===== config.mk =====
export PLATFORM = sky130hd
export DESIGN_NAME = dm_arbiter
export DESIGN_NICKNAME = d
export VERILOG_FILES = /design/src/rtl/dm_arbiter_pkg.sv /design/src/rtl/dm_arb_satctr.sv /design/src/rtl/dm_arbiter.sv
export SDC_FILE = /design/constraint.sdc
export NUM_CORES = 1
export LEC_CHECK = 0
export CAP_MARGIN = 20
export CELL_PAD_IN_SITES_DETAIL_PLACEMENT = 0
export CELL_PAD_IN_SITES_GLOBAL_PLACEMENT = 1
export CORE_MARGIN = 4
export CORE_UTILIZATION = 15
export CTS_BUF_LIST = sky130_fd_sc_hd__clkbuf_8
export DETAILED_ROUTE_END_ITERATION = 8
export PLACE_DENSITY = 0.77
export REMOVE_ABC_BUFFERS = 1
export SLEW_MARGIN = 20
export SYNTH_ARGS = -nofsm -noshare
export SYNTH_HDL_FRONTEND = slang
export SYNTH_SLANG_ARGS = --single-unit

===== constraint.sdc =====
create_clock -name clk -period 1.9 [get_ports clk]
set_clock_uncertainty 0.1 [all_clocks]
set_input_delay 0.38 -clock clk [delete_from_list [all_inputs] [get_ports clk]]
set_output_delay 0.38 -clock clk [all_outputs]
set_load 0.1 [all_outputs]

===== src/rtl/dm_arbiter_pkg.sv =====
// rtl/dm_arbiter_pkg.sv - shared DM arbiter types and defaults
// Purpose: FSM state encoding, default parameter values and a width helper
//          shared by dm_arbiter and dm_arb_satctr.
// Ports:   none (package).
package dm_arbiter_pkg;

  typedef enum logic {
    ST_IDLE = 1'b0,
    ST_ACK  = 1'b1
  } arb_state_t;

  localparam int          STARVE_MAX_DEF = 4;
  localparam logic [31:0] DBG_PC_DEF     = 32'h0000_0000;

  // Bits needed to hold 0..max_val; never less than one bit.
  function automatic int satctr_width(input int max_val);
    return (max_val < 1) ? 1 : $clog2(max_val + 1);
  endfunction

endpackage


===== src/rtl/dm_arb_satctr.sv =====
// rtl/dm_arb_satctr.sv - saturating up-counter with synchronous clear
// Purpose: counts up on inc, holds at MAX, returns to zero on clr or reset.
// Ports:   clk, reset (sync, active-high), clr, inc -> cnt [W-1:0].
module dm_arb_satctr #(
  parameter int MAX = 4,
  parameter int W   = 3
) (
  input  logic         clk,
  input  logic         reset,
  input  logic         clr,
  input  logic         inc,
  output logic [W-1:0] cnt
);

  localparam logic [W-1:0] MAX_W = W'(MAX);

  always_ff @(posedge clk) begin
    if (reset || clr) begin
      cnt <= '0;
    end else if (inc && (cnt != MAX_W)) begin
      cnt <= cnt + 1'b1;
    end
  end

endmodule


===== src/rtl/dm_arbiter.sv =====
// rtl/dm_arbiter.sv - data memory arbiter between Mem stage and debug port
// Purpose: the Mem stage owns DM with zero added latency; the debug port is
//          granted when the CPU is idle, or forced in with a one-cycle CPU
//          stall once dbg_req has waited STARVE_MAX CPU-won cycles.
// Ports:   clk, reset (sync, active-high)
//          cpu_req/cpu_we/cpu_addr/cpu_wdata/cpu_pc in, cpu_rdata/cpu_stall out
//          dbg_req/dbg_we/dbg_addr/dbg_wdata in, dbg_ack/dbg_rdata out
//          dm_addr/dm_wdata/dm_we/dm_pc out, dm_rdata in
//          stall_cnt out (only when DM_ARB_STATS_EN is defined)
// Config:  DM_ARB_STATS_EN adds the cumulative stall counter.
module dm_arbiter
  import dm_arbiter_pkg::*;
#(
  parameter int          STARVE_MAX = STARVE_MAX_DEF,
  parameter logic [31:0] DBG_PC     = DBG_PC_DEF
) (
  input  logic        clk,
  input  logic        reset,
  input  logic        cpu_req,
  input  logic        cpu_we,
  input  logic [31:0] cpu_addr,
  input  logic [31:0] cpu_wdata,
  input  logic [31:0] cpu_pc,
  output logic [31:0] cpu_rdata,
  output logic        cpu_stall,
  input  logic        dbg_req,
  input  logic        dbg_we,
  input  logic [31:0] dbg_addr,
  input  logic [31:0] dbg_wdata,
  output logic        dbg_ack,
  output logic [31:0] dbg_rdata,
  output logic [31:0] dm_addr,
  output logic [31:0] dm_wdata,
  output logic        dm_we,
  output logic [31:0] dm_pc,
  input  logic [31:0] dm_rdata
`ifdef DM_ARB_STATS_EN
  ,
  output logic [31:0] stall_cnt
`endif
);

  localparam int SW = satctr_width(STARVE_MAX);

  arb_state_t    state;
  logic [SW-1:0] starve;
  logic          starve_full;
  logic          grant_dbg;
  logic          starve_inc;
  logic          starve_clr;

  assign starve_full = (starve == SW'(STARVE_MAX));
  assign grant_dbg   = (state == ST_IDLE) && dbg_req && (!cpu_req || starve_full);
  assign cpu_stall   = grant_dbg && cpu_req;
  assign cpu_rdata   = dm_rdata;

  // Count only cycles the CPU actually beat a waiting debug request.
  assign starve_inc = (state == ST_IDLE) && dbg_req && cpu_req && !grant_dbg;
  assign starve_clr = grant_dbg || !dbg_req;

  dm_arb_satctr #(
    .MAX (STARVE_MAX),
    .W   (SW)
  ) u_starve (
    .clk   (clk),
    .reset (reset),
    .clr   (starve_clr),
    .inc   (starve_inc),
    .cnt   (starve)
  );

  // A stalled CPU access is simply not presented to DM; the Mem stage
  // re-presents it next cycle.
  always_comb begin
    dm_addr  = cpu_addr;
    dm_wdata = cpu_wdata;
    dm_we    = cpu_req && cpu_we;
    dm_pc    = cpu_pc;
    if (grant_dbg) begin
      dm_addr  = dbg_addr;
      dm_wdata = dbg_wdata;
      dm_we    = dbg_we;
      dm_pc    = DBG_PC;
    end
  end

  // ACK always lasts exactly one cycle, so grants are at least two apart.
  always_ff @(posedge clk) begin
    if (reset) begin
      state     <= ST_IDLE;
      dbg_ack   <= 1'b0;
      dbg_rdata <= '0;
    end else begin
      dbg_ack <= grant_dbg;
      state   <= grant_dbg ? ST_ACK : ST_IDLE;
      if (grant_dbg) begin
        dbg_rdata <= dm_rdata;
      end
    end
  end

`ifdef DM_ARB_STATS_EN
  always_ff @(posedge clk) begin
    if (reset) begin
      stall_cnt <= '0;
    end else if (cpu_stall) begin
      stall_cnt <= stall_cnt + 32'd1;
    end
  end
`endif

endmodule


==> results of run 1 <==
==> layout by cell type (no fill, tap or decap), drive strengths merged, types with 3 or more instances in the layout <==
cell type | synthesis | routed
inv | 3 | 3
clkinv | 0 | 3
nor2b | 33 | 33
a21oi | 4 | 4
clkdlybuf4s50 | 0 | 195
nand2b | 65 | 65
mux2 | 64 | 64
nand2 | 4 | 4
buf | 46 | 203
dfxtp | 36 | 36
mux2i | 33 | 33
clkbuf | 7 | 8
==> kinds of logic after synthesis <==
logic type / synth area share (%)
buf+inv: 12.73
compound gates: 1.090
mux: 36.63
simple gates: 23.55
flops: 25.12
fa+ha+maj: 0.8721
==> worst max-delay path, stage by stage (launching register included) <==
cell	delay, ps
dfxtp_2	330
inv_2	60
ha_4	140
a21boi_4	60
nor3b_4	230
buf_6	140
buf_12	140
clkbuf_16	170
mux2_2	360
buf_12	170
==> sequential cells by signal (all words and copies together) (netlist names) <==
register,flops
dbg_ack,1
u_starve.cnt,3
dbg_rdata,32
==> per-layer routing <==
layer / part of all wire [%] / routed length, um
met1: 37 / 6726
met2: 50 / 9103
met3: 10 / 1823
met4: 2.4 / 434
met5: 0.072 / 13
==> power by group through the flow <==
| stage | Sequential [uW] | Clock, uW | Combinational, uW |
|---|---|---|---|
| final | 829 | 580 | 3870 |
| after global routing | 834 | 659 | 3960 |
| after floorplan | 1080 | 0 | 1500 |
| after CTS | 830 | 635 | 3830 |
| after detailed placement | 847 | 0 | 3640 |
| after global placement | 845 | 0 | 3640 |
==> metrics by stage <==
step	setup TNS, ps	instances	setup slack, ps
after floorplan	-781560	251	-7495
after global placement	-71400	870	-712.4
after detailed placement	-73200	870	-723.9
after CTS	-58520	889	-688.8
after global routing	-67540	896	-803.3
final	-56800	896	-686.9
==> what timing repair did <==
action                                  CTS  global route
pin swaps                                 0             1
setup buffers                            10             4
resized for setup                       136            31
endpoints found under the setup margin  125           128
gates cloned                              2             3
==> layout make-up <==
cell class              count  area [um2]  share of cell area [%]
repair buffers            402        5809                   63.56
multi-input cells         212        2213                   24.22
flip-flops and latches     36       723.2                   7.912
well taps                 234       292.8                   3.203
clock buffers               5       68.82                  0.7529
clock inverters             3       18.77                  0.2053
inverters                   3       11.26                  0.1232
diodes                      1       2.502                 0.02738
==> how the worst min path moves through the flow <==
stage / startpoint / endpoint / depth (start not counted)
floorplan: u_starve.cnt[1] / u_starve.cnt[1] / 2
global placement: dbg_rdata[14] / dbg_rdata[14] / 2
global route: dbg_rdata[12] / dbg_rdata[12] / 2
finish: dbg_rdata[2] / dbg_rdata[2] / 2
detailed placement: dbg_rdata[18] / dbg_rdata[18] / 2
CTS: dbg_rdata[2] / dbg_rdata[2] / 2
==> metrics.md, run 1 <==
| Metric | Value |
|---|---|
| Outcome | `finished, violations left` |
| Failing checks | `negative setup slack` |
| Seq/Total Area, Yosys | `25.12%` |
| Setup Viol. Count Final | `98` |
| Total GRT Usage | `15.71%` |
| DP Area | `around 8300 um2` |
| Rel. slew slack | `84.69%` |
| Total CTS buffers | `5` |
| Initial antenna violation count | `2` |
| Mapped Area | `2869 um2` |
| Layout Area Growth over Synthesis | `218.6%` |
| Crit start category | `flop` |
| Crit Path Class | `reg -> out` |
| Ys flop type | `dfxtp_1` |
| Worst vdd ir | `approximately 0.32 mV` |
| Site Rows | `50` |
| Worst R2R Start | `u_starve.cnt[0]` |
| Sequential power share | `15.7%` |
| DP HPWL | `14490 um` |
| Largest net degree at the start of global routing | `between 60 and 70` |
| Final worst-path setup slack | `-686.9 ps` |
| Worst EP arrival | `2110 ps` |
| Final Core Density | `about half` |
| Number of global-route vias before repair | `3764` |
| Root Driver | `clkbuf_8` |
| Setup crit end kind | `primary output` |
| Pint | `2662 uW` |
| LEAKAGE | `about 0.0038 uW` |
| Nets | `860` |
| Commonest cells in the netlist | `nand2b_1, mux2_2, buf_4, dfxtp_1` |
| Post-layout power | `5283 uW` |
| Worst-skew pair later-pin latency | `300 ps` |
| Cells after Synth | `304` |
| Core area | `18770 um2` |
| Port Buffer Count | `360` |
| HP Class | `reg -> reg` |
| Req. time, crit path | `approximately 1400 ps` |
| Met1 Use GR | `17.74%` |
| Setup crit start | `u_starve.cnt[0]` |
| Layout cells sized above 1 | `roughly 48%` |
| Initial core utilization | `15.29%` |
| Max Freq | `386.6 MHz` |
| Pwr dens | `approximately 580 nW/um2` |
| Post-route ant nets | `0` |
| Fin crit share | `136.2%` |
| Switching pwr | `around 2600 uW` |
| Most frequent cell after synthesis | `nand2b_1` |
| Die X | `146.3 um` |
| Hold_buf cts | `0` |
| Reg2Reg Setup Slack | `0 ps` |
| Synthesis Warnings | `0` |
| Avg Cell Area, Syn | `9.438 um2` |
| Via count | `approximately 3500` |
| Clk buf depth | `2` |
| Die area | `21400 um2` |
| H-tree depth | `2` |
| WL/cell | `20.20 um` |
| Ranking of synthesized cells by area | `dfxtp_1, mux2_2, nand2b_1` |
| Hold Vio Cnt, Final | `0` |
| Clk pwr share | `11.0%` |
| Number of synthesized flops with an enable pin | `0` |
| RSZ-0062 raised after global routing | `true` |
| Tmin final | `2587 ps` |
| Crit path max fanout | `9` |
| Grt ovf | `0` |
| Synth top area share | `25.12%` |
| Clock sinks | `36` |
| Reg clk slew, reported paths | `80 ps` |
| DRT Pass-1 Iters | `4` |
| GR Util met3 | `6.983%` |
| Power share of the combinational group | `between 70% and 80%` |
| Final wirelength | `18100 um` |
| Post-route cell area | `between 9000 and 10000 um2` |
| First-pass GRT wire length | `25690 um` |
| Gr busiest metal | `met2` |
| Max cap viols | `0` |
| Routability Congestion | `between 0.8 and 0.9` |
| Iteration-0 DRC Markers | `77` |
| Residual DRC count | `0` |
| Pins over their slew limit | `0` |
| Flops & latches, synth | `36` |
| R2R Path End | `dbg_rdata[19]` |
| Yosys cell types | `19` |
| FF-to-FF path depth | `11` |
| Vias/cell | `3.958` |
| GRT met2 Usage | `roughly 27%` |
| Fill count | `1645` |
| Worst-Margin Slew | `226.5 ps` |
| Critical Path Sink | `dm_wdata[3]` |
| Switching Share | `between 40% and 50%` |
| Synth area leader | `dfxtp_1` |
| Die height | `146.3 um` |
| Hold_ws | `410.3 ps` |
| IO Pins | `361` |
| CTS tree | `yes` |
| Async S/R FF share, synth | `0%` |
(Power assumes the default switching activity.)
==> run 2: changes to the inputs <==
--- a/config.mk
+++ b/config.mk
@@ -13,7 +13,7 @@
 export CTS_BUF_LIST = sky130_fd_sc_hd__clkbuf_8
 export DETAILED_ROUTE_END_ITERATION = 8
 export PLACE_DENSITY = 0.77
-export REMOVE_ABC_BUFFERS = 1
+export RECOVER_POWER = 25
 export SLEW_MARGIN = 20
 export SYNTH_ARGS = -nofsm -noshare
 export SYNTH_HDL_FRONTEND = slang
==> metrics.md, run 2 (same netlist as run 1, synthesis figures left out) <==
| Metric | Value |
|---|---|
| Root Driver | `clkbuf_8` |
| Sequential power share | `15.5%` |
| Post-route cell area | `9046 um2` |
| Fill count | `1651` |
| Antenna cell count | `0` |
| Via count | `3551` |
| Clock sinks | `36` |
| Final worst-path setup slack | `-617.6 ps` |
| Total GRT Usage | `15.88%` |
| Crit Path Class | `reg -> out` |
| Commonest non-fill, non-tap cell in the layout | `clkdlybuf4s50_1` |
| LEAKAGE | `~0.0039 uW` |
| CP top delay family | `buffers and inverters` |
| Max Freq | `around 400 MHz` |
| IO Pins | `~360` |
| Reg2Reg Setup Slack | `-40 ps` |
| Nets | `865` |
| DP HPWL | `14750 um` |
| Final wirelength | `17990 um` |
| Crit path max fanout | `6` |
| RSZ-0062 raised after global routing | `true` |
| Rel. slew slack | `62.63%` |
| Switching pwr | `2599 uW` |
| Area of the multi-input gates | `2305 um2` |
| WL/cell | `between 15 and 20 um` |
| Initial antenna violation count | `0` |
| Pins over their slew limit | `0` |
| H-tree depth | `2` |
| Clk pwr share | `11.2%` |
| Setup Viol. Count Final | `roughly 110` |
| Crit start category | `flop` |
| Most frequent CP cell | `buf_12` |
| Initial core utilization | `15.29%` |
| Total CTS buffers | `5` |
| Pwr dens | `583.1 nW/um2` |
| Hold Vio Cnt, Final | `0` |
| DP Area | `8811 um2` |
| Worst vdd ir | `0.3843 mV` |
| Worst-skew pair later-pin latency | `300 ps` |
| Failing checks | `negative setup slack` |
| Hold_ws | `372.6 ps` |
| Pint | `2675 uW` |
| Slowest stage delay, CP | `340 ps` |
| Port Buffer Count | `between 300 and 400` |
| Setup crit end kind | `primary output` |
| Biggest regs | `dbg_rdata x32, u_starve.cnt x3, dbg_ack x1` |
| Site Rows | `50` |
| Reg clk slew, reported paths | `70 ps` |
| Syn Nets | `approximately 500` |
| Seq. cell area | `~730 um2` |
| Grt ovf | `0` |
| Layout Area Growth over Synthesis | `215.3%` |
| CTS tree | `yes` |
| DRT Pass-1 Iters | `4` |
| Core area | `18770 um2` |
| HP Class | `reg -> reg` |
| Non-Filler Instances | `900` |
| Layout cells sized above 1 | `48.50%` |
| Post-layout power | `5274 uW` |
| Outcome | `finished, violations left` |
| Residual DRC count | `0` |
| Die X | `146.3 um` |
| Die area | `21400 um2` |
| Biggest register | `dbg_rdata` |
| Iteration-0 DRC Markers | `60` |
| Worst-Margin Slew | `562.9 ps` |
| Tmin final | `2518 ps` |
| Switching Share | `49.28%` |
| Number of global-route vias before repair | `3951` |
| Clk buf depth | `2` |
| Final Core Density | `48.20%` |
| Commonest non-fill, non-tap cells in the layout | `clkdlybuf4s50_1, buf_12, nand2b_1, mux2_4, dfxtp_1` |
| WP buf/inv | `7` |
| Max cap viols | `0` |
| Slowest CP cell | `dfxtp_2` |
| Req. time, crit path | `1420 ps` |
| Worst EP arrival | `slightly above 2000 ps` |
| Fin crit share | `132.5%` |
| Worst-path cell chain | `inv_2 > ha_4 > a21boi_4 > nor3b_4 > buf_6 > buf_12 > buf_4 > buf_8 > buf_16 > nor2b_4 > buf_12` |
| Vias/cell | `3.946` |
| Power share of the combinational group | `73.3%` |
| Post-route ant nets | `0` |
| Placed cell count | `around 870` |
| Routability Congestion | `0.8870` |
| Max FFs per register | `32` |
| Die height | `146.3 um` |
| First-pass GRT wire length | `25940 um` |
| Largest net degree at the start of global routing | `37` |
run 2: changes by cell type in the layout (fill, tap and decap cells not counted), sizes merged:
cell	change
clkbuf	+18
buf	-13
clkinv	-3
inv	+2
clkdlybuf4s50	+1
diode	-1
run 2: worst paths after layout:
check	startpoint	to	cells after the start
max	u_starve.cnt[0]	dm_pc[4]	11
min	dbg_rdata[3]	dbg_rdata[3]	2
min reg2reg	dbg_rdata[3]	dbg_rdata[3]	2
max reg2reg	u_starve.cnt[0]	dbg_rdata[22]	11
run 2: power by group through the flow:
stage	clock (uW)	combinational [uW]	sequential (uW)
6_report	589	3870	819
5_1_grt	652	3950	825
3_5_place_dp	0	3820	848
2_1_floorplan	0	1990	1080
3_3_place_gp	0	3810	845
4_1_cts	629	3910	831
run 2: cell type report:
| class | instances | area share, % |
|---|---|---|
| repair buffers | 407 | 62.10 |
| multi-input cells | 212 | 25.48 |
| flip-flops and latches | 36 | 8.036 |
| well taps | 234 | 3.237 |
| clock buffers | 6 | 0.9129 |
| inverters | 3 | 0.1245 |
| clock inverters | 2 | 0.1107 |
run 2: repair_timing:
| item | 4_1_cts | 5_1_grt |
|---|---|---|
| setup buffers | 7 | 14 |
| cloned | 4 | 2 |
| hold buffers | 0 | 0 |
| pin swaps | 2 | 3 |
| setup endpoints to repair | 119 | 119 |
| resized for setup | 26 | 11 |
| hold endpoints to repair | 0 | 0 |
run 2: routing by layer:
metal	vias up	global-route usage, %	wire, um	share of wire, %
met5	-	0	0	0
met4	0	4.798	450	2.5
met3	20	6.828	1856	10
met2	191	30.15	9790	54
met1	1645	15.53	5896	33
li1	1695	-	-	-
run 2: metrics by stage:
stage | TNS [ps] | worst slack (ps)
after floorplan | -22720 | -413.5
final | -55730 | -617.6
after detailed placement | -75310 | -717.2
after CTS | -56500 | -621.8
after global routing | -65870 | -720.2
after global placement | -76120 | -735.6
run 2: worst min-delay path, stage by stage, from the launching register on:
cell and delay, ps:
dfxtp_1 310, nand2b_1 60, mux2i_1 50
==> run 3: changes to the inputs <==
--- a/config.mk
+++ b/config.mk
@@ -12,9 +12,10 @@
 export CORE_UTILIZATION = 15
 export CTS_BUF_LIST = sky130_fd_sc_hd__clkbuf_8
 export DETAILED_ROUTE_END_ITERATION = 8
-export PLACE_DENSITY = 0.77
+export MAX_ROUTING_LAYER = met4
+export PLACE_DENSITY_LB_ADDON = 0.1
 export RECOVER_POWER = 25
-export SLEW_MARGIN = 20
+export SLEW_MARGIN = 30
 export SYNTH_ARGS = -nofsm -noshare
 export SYNTH_HDL_FRONTEND = slang
 export SYNTH_SLANG_ARGS = --single-unit
==> metrics.md, run 3 (same netlist as run 1, synthesis figures left out) <==
| Metric | Value |
|---|---|
| Residual DRC count | `0` |
| WL/cell | `slightly above 20 um` |
| WP buf/inv | `5` |
| Hold Vio Cnt, Final | `0` |
| IO Pins | `around 360` |
| DRT Pass-1 Iters | `4` |
| Core area | `around 19000 um2` |
| Area of the multi-input gates | `~2300 um2` |
| Tmin final | `~2500 ps` |
| DP HPWL | `roughly 15000 um` |
| Via count | `~3500` |
| Switching pwr | `about 2600 uW` |
| Biggest regs | `dbg_rdata x32, u_starve.cnt x3, dbg_ack x1` |
| Sequential power share | `15.8%` |
| Slowest CP cell | `dfxtp_2` |
| Number of global-route vias before repair | `3642` |
| Layout Area Growth over Synthesis | `215.7%` |
| Final worst-path setup slack | `-626.0 ps` |
| Worst-path cell chain | `inv_2 > ha_4 > a21boi_4 > nor3b_4 > buf_12 > buf_12 > buf_16 > mux2_4 > buf_12` |
| Max FFs per register | `32` |
| HP Class | `reg -> reg` |
| Largest net degree at the start of global routing | `67` |
| Site Rows | `50` |
| Biggest register | `dbg_rdata` |
| Iteration-0 DRC Markers | `66` |
| Vias/cell | `around 3.9` |
| Die height | `~150 um` |
| Final wirelength | `around 18000 um` |
| Syn Nets | `504` |
| H-tree depth | `2` |
| Worst vdd ir | `0.2696 mV` |
| Power share of the combinational group | `74.2%` |
| Setup Viol. Count Final | `119` |
| Hold_ws | `375.0 ps` |
| Post-route ant nets | `0` |
| CTS tree | `yes` |
| Most frequent CP cell | `buf_12` |
| Fin crit share | `132.9%` |
| Crit path max fanout | `8` |
| Die X | `146.3 um` |
| Worst EP arrival | `between 2000 and 2500 ps` |
| RSZ-0062 raised after global routing | `true` |
| Total GRT Usage | `16.45%` |
| Pwr dens | `573.2 nW/um2` |
| Outcome | `finished, violations left` |
| Initial core utilization | `15.29%` |
| Initial antenna violation count | `3` |
| LEAKAGE | `0.003885 uW` |
| Nets | `856` |
| Setup TNS | `-56470 ps` |
| Slowest stage delay, CP | `330 ps` |
| Root Driver | `clkbuf_8` |
| Routability Congestion | `0.8513` |
| Fill count | `1685` |
| Port Buffer Count | `360` |
| First-pass GRT wire length | `25710 um` |
| Pint | `2639 uW` |
| Worst-Margin Slew | `574.2 ps` |
| Max cap viols | `0` |
| Failing checks | `negative setup slack` |
| Crit start category | `flop` |
| Layout cells sized above 1 | `47.87%` |
| Reg clk slew, reported paths | `70 ps` |
| Pins over their slew limit | `0` |
| Setup crit end kind | `primary output` |
| Req. time, crit path | `1420 ps` |
| Die area | `21400 um2` |
| Clk pwr share | `10.0%` |
| Commonest non-fill, non-tap cell in the layout | `clkdlybuf4s50_1` |
| Max Freq | `395.9 MHz` |
| CP top delay family | `buffers and inverters` |
| Commonest non-fill, non-tap cells in the layout | `clkdlybuf4s50_1, buf_12, nand2b_1, mux2_4, dfxtp_1` |
| Grt ovf | `0` |
| Total CTS buffers | `5` |
| Seq. cell area | `726.9 um2` |
| Crit Path Class | `reg -> out` |
| Worst-skew pair later-pin latency | `about 280 ps` |
| Clock sinks | `36` |
| Switching Share | `49.19%` |
| Hold_buf cts | `0` |
| Clk buf depth | `2` |
| Rel. slew slack | `61.88%` |
[run 3: through the flow]
step / std cells / setup WS [ps] / cell area, um2 / util (%) / power, uW
finish: 893 / -626.0 / 9059 / 48.27 / 5193
global route: 893 / -697.4 / 9059 / 48.27 / 5356
CTS: 886 / -645.5 / 9263 / 49.35 / 5323
detailed placement: 862 / -677.8 / 8768 / 46.72 / 4651
global placement: 862 / -678.7 / 8768 / 46.72 / 4638
floorplan: 304 / -413.5 / 3386 / - / 3072
[run 3: worst reg2reg max path: stages, from the launching register on]
cell       delay [ps]
dfxtp_2           330
inv_2              60
ha_4              140
a21boi_4           60
nor3b_4           240
buf_4             160
buf_6             100
buf_12            130
buf_12            150
buf_6             110
buf_12            120
clkbuf_16         150
mux2i_1           170
[run 3: repair_timing]
| item | CTS | global route |
|---|---|---|
| gates resized for setup | 23 | 14 |
| gates cloned | 8 | 2 |
| endpoints found under the setup margin | 117 | 117 |
| buffers inserted | 10 | 6 |
| pin swaps | 1 | 0 |
[run 3: path summary, 6_finish.rpt]
check                                      from            end  slack [ps]  cells after the start
worst max-delay path            u_starve.cnt[1]   dm_wdata[14]        -630                      9
worst min-delay path               dbg_rdata[6]   dbg_rdata[6]         380                      2
worst max register to register  u_starve.cnt[1]  dbg_rdata[10]        -190                     12
worst min register to register     dbg_rdata[6]   dbg_rdata[6]         380                      2
[run 3: per-layer routing]
metal / track usage (%) / part of all wire (%) / vias up
met2: 29.13 / 52 / 184
met4: 4.139 / 2.1 / 0
li1: - / - / 1682
met3: 6.828 / 9.5 / 20
met5: - / 0 / -
met1: 16.91 / 36 / 1574
[run 3: power by group through the flow]
stage | Combinational [uW] | Clock [uW] | Sequential, uW
after floorplan | 1990 | 0 | 1080
after global placement | 3790 | 0 | 845
after detailed placement | 3800 | 0 | 847
after CTS | 3930 | 558 | 830
after global routing | 3940 | 590 | 824
final | 3850 | 519 | 820
[run 3: final cells by class]
cell class	instances	area share, %
Timing Repair Buffer	398	62.24
Tap cell	234	3.232
Clock inverter	2	0.09669
Inverter	3	0.1243
Antenna cell	3	0.08287
Clock buffer	5	0.7597
Multi-Input combinational cell	212	25.44
Sequential cell	36	8.025
